<file path="src/rtl/fetch_stage_pkg.sv">
// Shared pipeline definitions for the fetch and decode stages.
// Holds the datapath width, the default reset PC and the IF/ID payload.
package fetch_stage_pkg;

    localparam int XLEN = 32;
    localparam logic [XLEN-1:0] RESET_PC_DEFAULT = 32'h0000_0000;

    typedef struct packed {
        logic            valid;
        logic [XLEN-1:0] pc;
        logic [XLEN-1:0] instr;
        logic            misaligned;
        logic            oob;
    } if_id_t;

    // Redirect targets are forced onto a word boundary before they reach memory.
    function automatic logic [XLEN-1:0] word_align(input logic [XLEN-1:0] addr);
        return {addr[XLEN-1:2], 2'b00};
    endfunction

endpackage

</file>
<file path="src/rtl/fetch_stage.sv">
// Instruction fetch stage: next-PC selection, PC register and accepted-instruction counter.
// The instruction memory lives outside and returns data one cycle after i_addr.
module fetch_stage
    import fetch_stage_pkg::*;
#(
    parameter logic [XLEN-1:0] RESET_PC   = RESET_PC_DEFAULT,
    parameter int              IMEM_WORDS = 1024
) (
    input  logic            clk,
    input  logic            reset,
    input  logic            stall,
    input  logic            redirect_valid,
    input  logic [XLEN-1:0] redirect_pc,
    output logic [XLEN-1:0] i_addr,
    input  logic [XLEN-1:0] instruction,
    output logic            if_valid,
    output logic [XLEN-1:0] if_pc,
    output logic [XLEN-1:0] if_instr,
    output logic            if_misaligned,
    output logic            if_oob,
    output logic [XLEN-1:0] fetch_count
);

    localparam logic [XLEN-1:0] IMEM_WORDS_W = XLEN'(IMEM_WORDS);

    logic [XLEN-1:0] pc_q;
    logic            valid_q;
    logic            mis_q;
    logic [XLEN-1:0] count_q;
    logic [XLEN-1:0] next_addr;
    logic            accept;
    if_id_t          if_id;

    // A stalled entry re-issues its own address so the memory keeps presenting the same word.
    always_comb begin
        next_addr = pc_q;
        if (reset) begin
            next_addr = RESET_PC;
        end else if (redirect_valid) begin
            next_addr = word_align(redirect_pc);
        end else if (valid_q && stall) begin
            next_addr = pc_q;
        end else if (valid_q) begin
            next_addr = pc_q + 32'd4;
        end
    end

    assign i_addr = next_addr;
    assign accept = if_id.valid & ~stall;

    always_comb begin
        if_id            = '0;
        if_id.valid      = valid_q & ~redirect_valid;
        if_id.pc         = pc_q;
        if_id.instr      = instruction;
        if_id.misaligned = mis_q;
        if_id.oob        = valid_q & ({2'b00, pc_q[XLEN-1:2]} >= IMEM_WORDS_W);
    end

    always_ff @(posedge clk or posedge reset) begin
        if (reset) begin
            pc_q    <= RESET_PC;
            valid_q <= 1'b0;
            mis_q   <= 1'b0;
            count_q <= '0;
        end else begin
            pc_q    <= next_addr;
            valid_q <= 1'b1;
            if (redirect_valid) begin
                mis_q <= |redirect_pc[1:0];
            end else if (valid_q && stall) begin
                mis_q <= mis_q;
            end else begin
                mis_q <= 1'b0;
            end
            if (accept) begin
                count_q <= count_q + 32'd1;
            end
        end
    end

    assign if_valid      = if_id.valid;
    assign if_pc         = if_id.pc;
    assign if_instr      = if_id.instr;
    assign if_misaligned = if_id.misaligned;
    assign if_oob        = if_id.oob;
    assign fetch_count   = count_q;

endmodule
</file>
<file path="config.mk">
export PLATFORM = sky130hd
export DESIGN_NAME = fetch_stage
export DESIGN_NICKNAME = d
export VERILOG_FILES = /design/src/rtl/fetch_stage_pkg.sv /design/src/rtl/fetch_stage.sv
export SDC_FILE = /design/constraint.sdc
export NUM_CORES = 1
export LEC_CHECK = 0
export CORE_MARGIN = 4
export CORE_UTILIZATION = 30
export DETAILED_ROUTE_END_ITERATION = 6
export HOLD_SLACK_MARGIN = 0.03
export MAX_ROUTING_LAYER = met4
export SLEW_MARGIN = 20
export SYNTH_ARGS = -nofsm -noshare
export SYNTH_HDL_FRONTEND = slang
export SYNTH_SLANG_ARGS = --single-unit
</file>
<file path="constraint.sdc">
create_clock -name clk -period 12.1 [get_ports clk]
set_clock_uncertainty 0.2 [all_clocks]
set_input_delay 2.42 -clock clk [delete_from_list [all_inputs] [get_ports clk]]
set_output_delay 2.42 -clock clk [all_outputs]
set_load 0.005 [all_outputs]
</file>
==> results of run 1 <==
cell type report:
| class | instances | area share [%] |
|---|---|---|
| Clock buffer | 11 | 4.217 |
| Clock inverter | 5 | 0.9975 |
| Inverter | 9 | 0.6121 |
| Multi-Input combinational cell | 296 | 35.50 |
| Sequential cell | 66 | 29.93 |
| Tap cell | 172 | 3.899 |
| Timing Repair Buffer | 138 | 24.85 |
sequential cells by signal (all words and copies together), names as in the netlist:
name	flops
fetch_count	32
if_pc	32
if_misaligned	1
valid_q	1
critical path: stages:
cell	delay, ns
clkdlybuf4s50_1	0.89
inv_2	0.62
buf_4	0.67
o311ai_0	0.30
nor3_1	0.27
clkdlybuf4s50_1	0.56
power by group through the flow:
| stage | combinational, W | clock, W | sequential (W) |
|---|---|---|---|
| floorplan | 0.0000521 | 0 | 0.000257 |
| global placement | 0.000108 | 0 | 0.000264 |
| detailed placement | 0.000109 | 0 | 0.000265 |
| CTS | 0.000110 | 0.000261 | 0.000262 |
| global route | 0.000119 | 0.000274 | 0.000265 |
| finish | 0.000108 | 0.000254 | 0.000262 |
routing by layer:
metal	wire (µm)	part of all wire, %
met1	5853	46
met3	731	5.8
met2	5848	46
met4	159	1.3
met5	0	0
worst max path at each step:
stage | to | depth (start not counted)
floorplan | i_addr[27] | 4
global placement | i_addr[24] | 6
detailed placement | i_addr[24] | 6
CTS | i_addr[24] | 6
global route | i_addr[31] | 6
finish | i_addr[31] | 6
cells by family after synthesis:
family / synth area share [%]
AND/OR/NAND/NOR: 28.46
flip-flops: 41.37
buffers and inverters: 9.558
AO/OA/AOI/OAI: 10.75
XOR/XNOR: 8.555
adder cells (fa/ha/maj): 0.9402
other: 0.09392
multiplexers: 0.2820
through the flow:
stage / power, W / instances / instance area [µm²]
3_3_place_gp: 0.0003724 / 681 / 5231
5_1_grt: 0.0006579 / 697 / 5519
2_1_floorplan: 0.0003095 / 428 / 3993
3_5_place_dp: 0.0003745 / 681 / 5231
6_report: 0.0006243 / 697 / 5519
4_1_cts: 0.0006324 / 697 / 5519
synth_stat cells (3+ instances only):
master | number | share of area (%)
or4_1 | 7 | 1.3
a32oi_1 | 3 | 0.66
a31oi_1 | 4 | 0.63
or2_2 | 3 | 0.47
o21ai_0 | 14 | 1.8
or3_1 | 5 | 0.78
a211oi_1 | 8 | 1.5
dfrtp_1 | 66 | 41
buf_4 | 34 | 6.4
nor2_1 | 20 | 1.9
o31ai_1 | 7 | 1.3
and3_1 | 22 | 3.4
and2_1 | 7 | 1.1
nand4_1 | 25 | 3.9
nand2_1 | 24 | 2.3
nor3_1 | 11 | 1.4
xnor2_1 | 31 | 6.8
clkbuf_1 | 17 | 1.6
clkbuf_2 | 3 | 0.38
nor4_1 | 13 | 2.0
nand2b_1 | 3 | 0.47
a311oi_1 | 12 | 2.6
ha_1 | 3 | 0.94
nand3_1 | 27 | 3.4
nor2b_1 | 4 | 0.63
xor2_1 | 8 | 1.8
and4_1 | 9 | 2.0
inv_1 | 8 | 0.75
==> flow_metrics.env, run 1 <==
export IMPL_start_util_pct=31.13
export IMPL_p_clk_share_pct=40.7
export IMPL_fmax_ghz=0.1191
export IMPL_vias=3713
export IMPL_clockRootBuffer="clkbuf_16"
export IMPL_io_pins=199
export IMPL_p_sw_w=0.0001663
export IMPL_core_um2=12820
export IMPL_cts_tree="yes"
export IMPL_syn_area_um2=3993
export IMPL_cp_data_required_time_ns=9.48
export IMPL_ir_drop_uv=55.21
export IMPL_synth_edff_count=0
export IMPL_whs_ns=0.2700
export IMPL_worst_path_max_fanout=60
export IMPL_area_growth_pct=38.23
export IMPL_final_setup_tns_ns=0
export IMPL_grt_pass1_vias=3753
export IMPL_dieArea_um2=15220
export IMPL_htreeDepth=3
export IMPL_tightest_slew_ns=0.9484
export IMPL_layout_commonest_cell="clkdlybuf4s50_1"
export IMPL_min_delay_start="fetch_count[31]"
export IMPL_period_share_pct=69.40
export IMPL_holdBufCountCts=0
export IMPL_die_width_um=123.4
export IMPL_wl_per_cell_um=18.07
export IMPL_endpoint_kind="output port"
export IMPL_grt_max_degree=61
export IMPL_fin_nets=591
export IMPL_drc=0
export IMPL_worstSetupStartpointType="input port"
export IMPL_routed_wl_um=12590
export IMPL_arrival_ns=5.78
export IMPL_p_per_area_nw_per_um2=113.1
export IMPL_dp_hpwl_um=9286
export IMPL_maxCapViolCount=0
export IMPL_power_frac_comb_pct=17.3
export IMPL_clock_latency_ns=0.32
export IMPL_seqPwrFrac_pct=42.0
export IMPL_first_iter_violations=299
export IMPL_use_met1_pct=23.11
export IMPL_port_buffers=134
export IMPL_multi_input_area_um2=1959
export IMPL_grt_pass1_wl_um=19900
export IMPL_routed_via_density=5.327
export IMPL_r2r_start="if_pc[7]"
export IMPL_crit_start="reset"
export IMPL_slew_violations=0
export IMPL_p_int_w=0.0004580
export IMPL_grt_setup_unrepaired="no"
export IMPL_clock_path_buffers=2
export IMPL_grt_ovfl_total=0
export IMPL_synth_cells=428
export IMPL_async_flop_share_pct=100.0
export IMPL_globalRouteMet3Util_pct=3.385
export IMPL_ctsResizeCount=0
export IMPL_layout_area_seq_um2=1652
export IMPL_ys_seq_elements=66
export IMPL_final_cell_mix="clkdlybuf4s50_1, dfrtp_1, xnor2_1, nand3_1, nand4_1"
export IMPL_cts_buffers=9
export IMPL_top_usage_layer="met2"
export IMPL_antenna_cells=0
export IMPL_antenna_found_initial=0
export IMPL_finalCriticalPeriod_ns=8.398
export IMPL_hp_class="reg2reg"
export IMPL_grt_use_met2_pct=26.27
export IMPL_clk_pin_slew_ns=0.06
export IMPL_grt_use_total_pct=17.15
export IMPL_r2r_cells=4
export IMPL_drive_gt1_share_pct=4.952
export IMPL_worstSetupPathType="in2out"
export IMPL_first_pass_iters=4
export IMPL_synthFlopType="dfrtp_1"
export IMPL_holdPathStages=1
export IMPL_min_to="fetch_count[31]"
export IMPL_rrSetupSlack_ns=9.33
export IMPL_drt_antenna_violating_nets=0
export IMPL_fp_row_count=41
export IMPL_place_ws_ns=3.604
export IMPL_synthDistinctLibCells=53
export IMPL_cts_setup_buffers=0
export IMPL_cts_sinks=66
export IMPL_syn_nets=499
export IMPL_utilization_pct=43.03
export IMPL_maxSlewHeadroom_pct=36.57
export IMPL_swShare_pct=26.64
export IMPL_setup_ws_ns=3.702
export IMPL_die_h_um=123.4
export IMPL_p_leak_nw=2.132
export IMPL_fillers=1221
export IMPL_finalSetupViolCount=0
export IMPL_status="complete, no violations"
export IMPL_syn_area_per_cell_um2=9.328
export IMPL_ys_warn_count=0
export IMPL_ys_seq_area_share_pct=41.37
export IMPL_reg2reg_to="if_pc[18]"
export IMPL_final_hold_viol_count=0
export IMPL_place_gp_congestion=0.8399
No activity file was read; power rests on OpenSTA's default activity.
==> run 2, diff against run 1 <==
Clock period 12.1 ns to 8.12 ns, I/O delays scaled along.
==> run 2 against run 1 <==
Total power up 57%. Critical path depth unchanged. Utilization grew 0.38 points. Via count rose by 1.7%. Register-to-register slack worse by 4.0 ns. Clock power increased by 69%. Sequential power grew 49%. Count of clock-buffer cells in the layout fell by 1. Final cell count rose by 0.14%. Routed wire length is 0.14% lower. Highest routed layer unchanged.
==> flow_metrics.env, run 2 (same netlist as run 1, synthesis figures left out) <==
export IMPL_status="complete, no violations"
export IMPL_path_common_cell="clkdlybuf4s50_1"
export IMPL_crit_buf_inv=2
export IMPL_drt_antenna_violating_nets=0
export IMPL_die_h_um=123.4
export IMPL_grt_pass1_vias=3748
export IMPL_worstPathCellList="clkdlybuf4s50_1 > nor2b_1 > nand4_1 > or3_1 > a311oi_1 > clkdlybuf4s50_1"
export IMPL_routed_wl_um=12570
export IMPL_grt_ovfl_total=0
export IMPL_cp_top_family="simple AND/OR/NAND/NOR gates"
export IMPL_vias=3775
export IMPL_clk_pin_slew_ns=0.05
export IMPL_maxCapViolCount=0
export IMPL_rrSetupSlack_ns=5.36
export IMPL_core_um2=12820
export IMPL_clock_path_buffers=2
export IMPL_critPathMaxStageDelay_ns=0.62
export IMPL_cts_setup_buffers=0
export IMPL_clockRootBuffer="clkbuf_16"
export IMPL_ctsResizeCount=0
export IMPL_drive_gt1_share_pct=5.513
export IMPL_arrival_ns=4.52
export IMPL_fin_nets=592
export IMPL_tightest_slew_ns=0.8901
export IMPL_antenna_cells=0
export IMPL_worstSetupStartpointType="input port"
export IMPL_worstSetupPathType="in2out"
export IMPL_cts_sinks=66
export IMPL_p_leak_nw=2.160
export IMPL_routed_via_density=5.408
export IMPL_grt_setup_unrepaired="no"
export IMPL_place_gp_congestion=0.8883
export IMPL_htreeDepth=3
export IMPL_crit_slowest_cell="nor2b_1"
export IMPL_endpoint_kind="output port"
export IMPL_period_share_pct=78.13
export IMPL_fp_row_count=41
export IMPL_holdBufCountCts=0
export IMPL_die_width_um=123.4
export IMPL_dieArea_um2=15220
export IMPL_dp_hpwl_um=9266
export IMPL_final_hold_viol_count=0
export IMPL_fmax_ghz=0.1576
export IMPL_wl_per_cell_um=18.01
export IMPL_layout_commonest_cell="clkdlybuf4s50_1"
export IMPL_cts_buffers=9
export IMPL_finalSetupViolCount=0
export IMPL_holdPathStages=1
export IMPL_worst_path_max_fanout=10
export IMPL_setup_ws_ns=1.776
export IMPL_cts_tree="yes"
export IMPL_final_setup_tns_ns=0
export IMPL_grt_use_total_pct=17.38
export IMPL_final_cell_mix="clkdlybuf4s50_1, dfrtp_1, xnor2_1, nand3_1, nand4_1"
export IMPL_grt_max_degree=39
export IMPL_p_per_area_nw_per_um2=175.9
export IMPL_finalCriticalPeriod_ns=6.344
export IMPL_min_delay_start="fetch_count[31]"
export IMPL_grt_pass1_wl_um=20000
export IMPL_port_buffers=134
export IMPL_clock_latency_ns=0.34
export IMPL_hp_class="reg2reg"
export IMPL_cp_data_required_time_ns=6.30
export IMPL_area_growth_pct=39.45
export IMPL_r2r_start="if_pc[7]"
export IMPL_drc=0
export IMPL_maxSlewHeadroom_pct=40.47
export IMPL_place_ws_ns=1.663
export IMPL_ir_drop_uv=127.0
export IMPL_antenna_found_initial=0
export IMPL_start_util_pct=31.13
export IMPL_io_pins=199
export IMPL_r2r_cells=4
export IMPL_slew_violations=0
export IMPL_first_pass_iters=4
export IMPL_reg2reg_to="if_pc[18]"
export IMPL_min_to="fetch_count[31]"
export IMPL_first_iter_violations=357
[run 2: cell count changes in the layout (fill, tap and decap cells not counted), sizes merged]
cell,change
buf,+1
bufinv,+1
clkbuf,-1
clkinv,+1
clkinvlp,-1
[run 2: report_power, final]
group / switching [W] / internal (W) / leakage (nW) / total [W]
clock: 0.000150 / 0.000277 / 0.159 / 0.000428
sequential: 0.0000392 / 0.000351 / 0.883 / 0.000390
combinational: 0.0000668 / 0.0000950 / 1.12 / 0.000162
[run 2: area by class of cell]
cell class	instances	area, µm²
repair buffers	139	1379
inverters	9	33.78
flip-flops and latches	66	1652
well taps	172	215.2
clock buffers	10	239.0
clock inverters	6	90.09
multi-input cells	296	1959
fillers	1261	7257
[run 2: stage by stage]
step                      cell area [µm²]  util [%]   power, W  hold slack, ns  cells
after global placement               5239     40.85  0.0005553          0.2632    682
after global routing                 5568     43.41   0.001026          0.3034    698
final                                5568     43.41  0.0009796          0.2742    698
after CTS                            5568     43.41  0.0009924          0.2820    698
after floorplan                      3993         -  0.0004612          0.2685    428
after detailed placement             5239     40.85  0.0005581          0.2737    682
[run 2: worst max-delay path by stage]
stage | from | to | slack [ns] | cells after the start
global placement | reset | i_addr[10] | 1.71 | 6
floorplan | reset | i_addr[27] | 1.75 | 4
finish | stall | i_addr[13] | 1.78 | 6
global route | reset | i_addr[10] | 1.46 | 6
detailed placement | reset | i_addr[10] | 1.66 | 6
CTS | reset | i_addr[10] | 1.66 | 6
[run 2: per-layer routing]
metal,routed length (µm),vias to the layer above,global-route usage [%]
met5,0,-,-
met4,204,0,5.121
met3,1050,20,5.398
met2,5665,193,25.72
met1,5654,1803,22.91
li1,-,1759,-
